[config.mk]
export PLATFORM = sky130hd
export DESIGN_NAME = lsu_byte_seq
export DESIGN_NICKNAME = d
export VERILOG_FILES = /design/src/rtl/lsu_pkg.sv /design/src/rtl/lsu_sext.sv /design/src/rtl/lsu_byte_seq.sv
export SDC_FILE = /design/constraint.sdc
export NUM_CORES = 1
export LEC_CHECK = 0
export CORE_MARGIN = 1.5
export CORE_UTILIZATION = 30
export CTS_CLUSTER_SIZE = 24
export DETAILED_ROUTE_END_ITERATION = 10
export SKIP_LAST_GASP = 1
export SLEW_MARGIN = 20
export SYNTH_ARGS = -nofsm -noshare
export SYNTH_HDL_FRONTEND = slang
export SYNTH_SLANG_ARGS = --single-unit
[constraint.sdc]
create_clock -name clk -period 3 [get_ports clk]
set_input_delay 0.6 -clock clk [delete_from_list [all_inputs] [get_ports clk]]
set_output_delay 0.6 -clock clk [all_outputs]
set_load 0.005 [all_outputs]
[src/rtl/lsu_pkg.sv]
// Shared types and helpers for the byte-serialising load/store unit.
package lsu_pkg;

  typedef enum logic [1:0] {
    DT_WORD = 2'b00,
    DT_BYTE = 2'b01,
    DT_HALF = 2'b10,
    DT_RSVD = 2'b11
  } data_type_t;

  typedef enum logic [1:0] {
    IDLE,
    XFER,
    RESP
  } lsu_state_t;

  function automatic logic [2:0] bytes_for(input data_type_t t);
    case (t)
      DT_WORD: return 3'd4;
      DT_HALF: return 3'd2;
      default: return 3'd1;
    endcase
  endfunction

  // Natural alignment: halves on even addresses, words on multiples of four.
  function automatic logic misaligned(input data_type_t t, input logic [1:0] a);
    case (t)
      DT_HALF: return a[0];
      DT_WORD: return (a != 2'b00);
      default: return 1'b0;
    endcase
  endfunction

endpackage

[src/rtl/lsu_sext.sv]
// Combinational size/sign extender turning the byte accumulator into CPU load data.
module lsu_sext
  import lsu_pkg::*;
#(
  parameter int DATA_WIDTH = 32,
  parameter int BYTE_WIDTH = 8
) (
  input  data_type_t            i_type,
  input  logic [DATA_WIDTH-1:0] i_acc,
  input  logic                  i_zero,
  output logic [DATA_WIDTH-1:0] o_data
);

  localparam int HALF_WIDTH = 2 * BYTE_WIDTH;

  logic signed [BYTE_WIDTH-1:0] w_byte;
  logic signed [HALF_WIDTH-1:0] w_half;

  assign w_byte = $signed(i_acc[BYTE_WIDTH-1:0]);
  assign w_half = $signed(i_acc[HALF_WIDTH-1:0]);

  always_comb begin
    o_data = '0;
    if (!i_zero) begin
      case (i_type)
        DT_BYTE: o_data = {{(DATA_WIDTH-BYTE_WIDTH){w_byte[BYTE_WIDTH-1]}}, w_byte};
        DT_HALF: o_data = {{(DATA_WIDTH-HALF_WIDTH){w_half[HALF_WIDTH-1]}}, w_half};
        DT_WORD: o_data = i_acc;
        default: o_data = '0;
      endcase
    end
  end

endmodule

[src/rtl/lsu_byte_seq.sv]
// Load/store initiator serialising word/half/byte accesses into one byte-wide memory cycle per clock.
// Optional build macro LSU_ALIGN_CHECK_EN rejects misaligned half/word requests with resp_err.
module lsu_byte_seq
  import lsu_pkg::*;
#(
  parameter int ADDRESS_WIDTH = 12,
  parameter int DATA_WIDTH    = 32,
  parameter int BYTE_WIDTH    = 8
) (
  input  logic                     clk,
  input  logic                     rst,
  input  logic                     req_valid,
  output logic                     req_ready,
  input  logic                     req_we,
  input  logic [1:0]               req_data_type,
  input  logic [ADDRESS_WIDTH-1:0] req_addr,
  input  logic [DATA_WIDTH-1:0]    req_wdata,
  output logic                     resp_valid,
  input  logic                     resp_ready,
  output logic [DATA_WIDTH-1:0]    resp_rdata,
  output logic                     resp_err,
  output logic                     mem_we,
  output logic [ADDRESS_WIDTH-1:0] mem_addr,
  output logic [BYTE_WIDTH-1:0]    mem_wdata,
  input  logic [BYTE_WIDTH-1:0]    mem_rdata
);

  localparam int NBYTES = DATA_WIDTH / BYTE_WIDTH;
  localparam int IDX_W  = $clog2(NBYTES);

  lsu_state_t             r_state;
  logic                   r_we;
  data_type_t             r_type;
  logic [DATA_WIDTH-1:0]  r_wdata;
  logic [DATA_WIDTH-1:0]  r_acc;
  logic [IDX_W-1:0]       r_idx;
  logic [IDX_W-1:0]       r_last;

  data_type_t             w_type;
  logic                   w_err;
  logic [IDX_W-1:0]       w_idx_nxt;
  logic                   w_zero;

  assign w_type    = data_type_t'(req_data_type);
  assign w_idx_nxt = r_idx + IDX_W'(1);

`ifdef LSU_ALIGN_CHECK_EN
  assign w_err = (w_type == DT_RSVD) || misaligned(w_type, req_addr[1:0]);
`else
  assign w_err = (w_type == DT_RSVD);
`endif

  always_ff @(posedge clk) begin
    if (rst) begin
      r_state    <= IDLE;
      req_ready  <= 1'b1;
      resp_valid <= 1'b0;
      resp_err   <= 1'b0;
      mem_we     <= 1'b0;
      mem_addr   <= '0;
      mem_wdata  <= '0;
      r_acc      <= '0;
      r_idx      <= '0;
      r_last     <= '0;
    end else begin
      case (r_state)
        IDLE: begin
          if (req_valid) begin
            r_we      <= req_we;
            r_type    <= w_type;
            r_wdata   <= req_wdata;
            r_idx     <= '0;
            r_last    <= IDX_W'(bytes_for(w_type) - 3'd1);
            req_ready <= 1'b0;
            if (w_err) begin
              r_state    <= RESP;
              resp_valid <= 1'b1;
              resp_err   <= 1'b1;
            end else begin
              // First memory cycle is presented straight from the request.
              r_state   <= XFER;
              mem_we    <= req_we;
              mem_addr  <= req_addr;
              mem_wdata <= req_wdata[BYTE_WIDTH-1:0];
            end
          end
        end
        XFER: begin
          if (!r_we) r_acc[int'(r_idx)*BYTE_WIDTH +: BYTE_WIDTH] <= mem_rdata;
          if (r_idx == r_last) begin
            r_state    <= RESP;
            resp_valid <= 1'b1;
            mem_we     <= 1'b0;
            mem_addr   <= '0;
            mem_wdata  <= '0;
          end else begin
            // Address counter wraps naturally at the top of the region.
            r_idx     <= w_idx_nxt;
            mem_addr  <= mem_addr + ADDRESS_WIDTH'(1);
            mem_wdata <= r_wdata[int'(w_idx_nxt)*BYTE_WIDTH +: BYTE_WIDTH];
          end
        end
        RESP: begin
          if (resp_ready) begin
            r_state    <= IDLE;
            resp_valid <= 1'b0;
            resp_err   <= 1'b0;
            req_ready  <= 1'b1;
            r_acc      <= '0;
          end
        end
        default: begin
          r_state   <= IDLE;
          req_ready <= 1'b1;
        end
      endcase
    end
  end

  assign w_zero = !resp_valid || r_we || resp_err;

  lsu_sext #(
    .DATA_WIDTH(DATA_WIDTH),
    .BYTE_WIDTH(BYTE_WIDTH)
  ) u_sext (
    .i_type (r_type),
    .i_acc  (r_acc),
    .i_zero (w_zero),
    .o_data (resp_rdata)
  );

endmodule

==> run metrics <==
outcome finished, final reports clean; # port buffers 114; min-delay src r_acc[30]; post-CTS setup buffer count 0; FFs w/ async S/R, synth 0%; final wirelength 11.9 mm; grt ovf 0; routability cong. 0.782; final setup skew 0.00765 ns; number of clock sinks 97; Net Sw Frac 26.3%; Rows 44; Routed Antenna Nets 0; die area 15600 sq um; # fillers 1451; first-pass GRT wire length 19.1 mm; RR Startpoint r_idx[1]; Startpoint Class flip-flop; synthesized area 4450 sq um; Clk pwr share 35.8%; Synth top area share 27.9%; Yosys warning total 0; Buf+Inv Stages, Crit Path 2; reg2reg path depth 5; Hold WC Path Type flip-flop to flip-flop; crit path kind flip-flop to output port; number of flops mapped to enable cells by yosys 35; Comb pwr share 15.1%; Sw Pwr 804 uW; Avg Cell Area, Syn 9.93 sq um; synth top area cells dfxtp_1 28%, edfxtp_1 24%, a21oi_1 8.1%; peak supply drop 0.269 mV; # IOs 115; ANT cells 0; CP max stage delay 0.53 ns; initial core utilization 30.6%; hold depth 2; Max-Cap Viols 0; Die Wd 125 microns; share of cells above drive strength 1 8.57%; final slew viol count 0; crit-path max FO 16; Register Area 2290 sq um; Leak Pwr 1.95 nW; Max clock buf depth 2; final setup fails 0; Final Cycle Share 93.7%; CP arrival 2.21 ns; worst relative slew slack 47.3%; reg-to-reg endpoint r_acc[31]; worst-path cell chain inv_1, nand3_1, a21o_2, a21oi_1, clkdlybuf4s50_1; Yosys top cell by area dfxtp_1; PwrDens 505 nW/um^2; Nets 620; f_max 356 MHz; global-route usage over all layers 15.2%; Root Buffer clkbuf_16; Int Power 2.25 mW; clk_lat worst skew 0.35 ns; DR vias 3813; WHS Endpoint r_acc[30]; Num CTS Buffers 9; r2r setup slk 0.71 ns; pin count of the biggest net entering global routing 44; Worst path slowest cell clkdlybuf4s50_1; Core ar. 14500 sq um; Sequential Power Share 49.1%; 1st-iter DRT viols 184; hpwl dp 8.51 mm; drt drc 0; total power 3.06 mW; vias in the first global route 3892; H-tree levels 3; Syn Inst Count 448; CP required 2.40 ns; Final min period 2.81 ns; sequential area share after synthesis 51.5%; worst-margin pin slew 0.784 ns; vias per inst 5.13; critical path's top delay family buffers and inverters; #FFs+latches synth 97; final core utilization 41.7%; DR pass1 iterations 4; antenna violations before repair 0; Multi-input gate area 1980 sq um; setup TNS 0 ns; hold_buf cts 0; Net Count, Synth 513; RSZ-0062 raised after global routing no; Crit. End Element output port; wire per inst 15.9 microns; Die H 125 microns; Main synth FF type dfxtp_1; CTS tree built; Layout area overhead 36.1%; clock-pin slew on the worst setup and hold paths 0.07 ns; Yosys cell types 52; Fin. Hold Viols 0
## what timing repair did
action / 4_1_cts / 5_1_grt
endpoints found under the setup margin: 0 / 16
hold endpoints to repair: 0 / 0
gates resized for setup: 0 / 2
## cell usage after synthesis (all sizes together), types with 4 or more instances
library cell and n:
edfxtp 35, a21o 5, o32ai 9, clkbuf 13
and3 4, mux4 8, nand2b 12, and2 8
ha 6, nand3 32, nor2b 6, dfxtp 62
a21oi 78, buf 14, nor3 7, o31a 4
a221oi 4, a22oi 15, nor2 18, nand2 60
inv 14
## stage by stage
stage | hold slack (ns) | setup WS, ns | std cells | instance area (sq um)
5_1_grt | 0.477 | 0.0158 | 744 | 6050
4_1_cts | 0.457 | 0.0846 | 744 | 6050
3_5_place_dp | 0.448 | 0.465 | 728 | 5770
3_3_place_gp | 0.443 | 0.494 | 728 | 5770
6_report | 0.456 | 0.189 | 744 | 6050
2_1_floorplan | 0.432 | 0.572 | 448 | 4450
## worst min-delay path, cell delays in order (launching register included)
cell and delay, ns:
dfxtp_1 0.31, nand2_1 0.05, a21oi_1 0.05
## how the worst max path moves through the flow
stage | start | to | cells after the start
6_report | r_we | resp_rdata[21] | 5
3_5_place_dp | r_type[0] | resp_rdata[21] | 4
5_1_grt | r_we | resp_rdata[28] | 5
4_1_cts | r_type[0] | resp_rdata[21] | 4
2_1_floorplan | req_valid | r_type[0] | 3
3_3_place_gp | req_valid | r_wdata[2] | 4
## layout make-up
class / instances / share of cell area [%]
Tap cell: 184 / 3.80
Inverter: 14 / 0.868
Multi-Input combinational cell: 310 / 32.8
Clock inverter: 6 / 0.847
Clock buffer: 10 / 3.78
Sequential cell: 97 / 37.9
Timing Repair Buffer: 123 / 20.1
## sequential cells by signal (all words and copies together) (netlist names), 2 cells and up
register,cells
r_idx,2
r_type,2
r_last,2
r_acc,32
r_state,2
mem_addr,12
mem_wdata,8
r_wdata,32
## power groups by stage
stage | Combinational, mW | Sequential, mW | Clock [mW]
detailed placement | 0.463 | 1.53 | 0
floorplan | 0.244 | 1.51 | 0
global route | 0.501 | 1.51 | 1.18
global placement | 0.450 | 1.53 | 0
finish | 0.461 | 1.50 | 1.09
CTS | 0.465 | 1.50 | 1.13
## per-layer routing
metal	vias up	global-route usage (%)	wire length [microns]
met5	-	0	0
met4	0	5.61	187
met3	12	3.18	545
met2	111	25.9	5910
met1	1839	18.8	5220
li1	1851	-	-
## cells by family after synthesis
| group | count (synthesis) | synth area share [%] |
|---|---|---|
| buf+inv | 41 | 4.13 |
| flops | 97 | 51.5 |
| simple gates | 161 | 18.6 |
| fa+ha+maj | 6 | 1.69 |
| xor+xnor | 3 | 0.591 |
| compound gates | 131 | 19.2 |
| mux | 9 | 4.27 |
## cells in the final DEF, fill, tap and decap left out, types with 7 or more instances in the layout
| cell | n |
|---|---|
| a22oi_1 | 15 |
| dfxtp_1 | 62 |
| a21oi_1 | 72 |
| nor3_1 | 7 |
| nand2_1 | 60 |
| nor2_1 | 17 |
| mux4_2 | 8 |
| and2_1 | 8 |
| nand3_1 | 32 |
| inv_1 | 14 |
| clkbuf_16 | 9 |
| o32ai_1 | 9 |
| edfxtp_1 | 35 |
| clkdlybuf4s50_1 | 113 |
| nand2b_1 | 12 |
| buf_4 | 8 |
No activity file was read; power rests on OpenSTA's default activity.
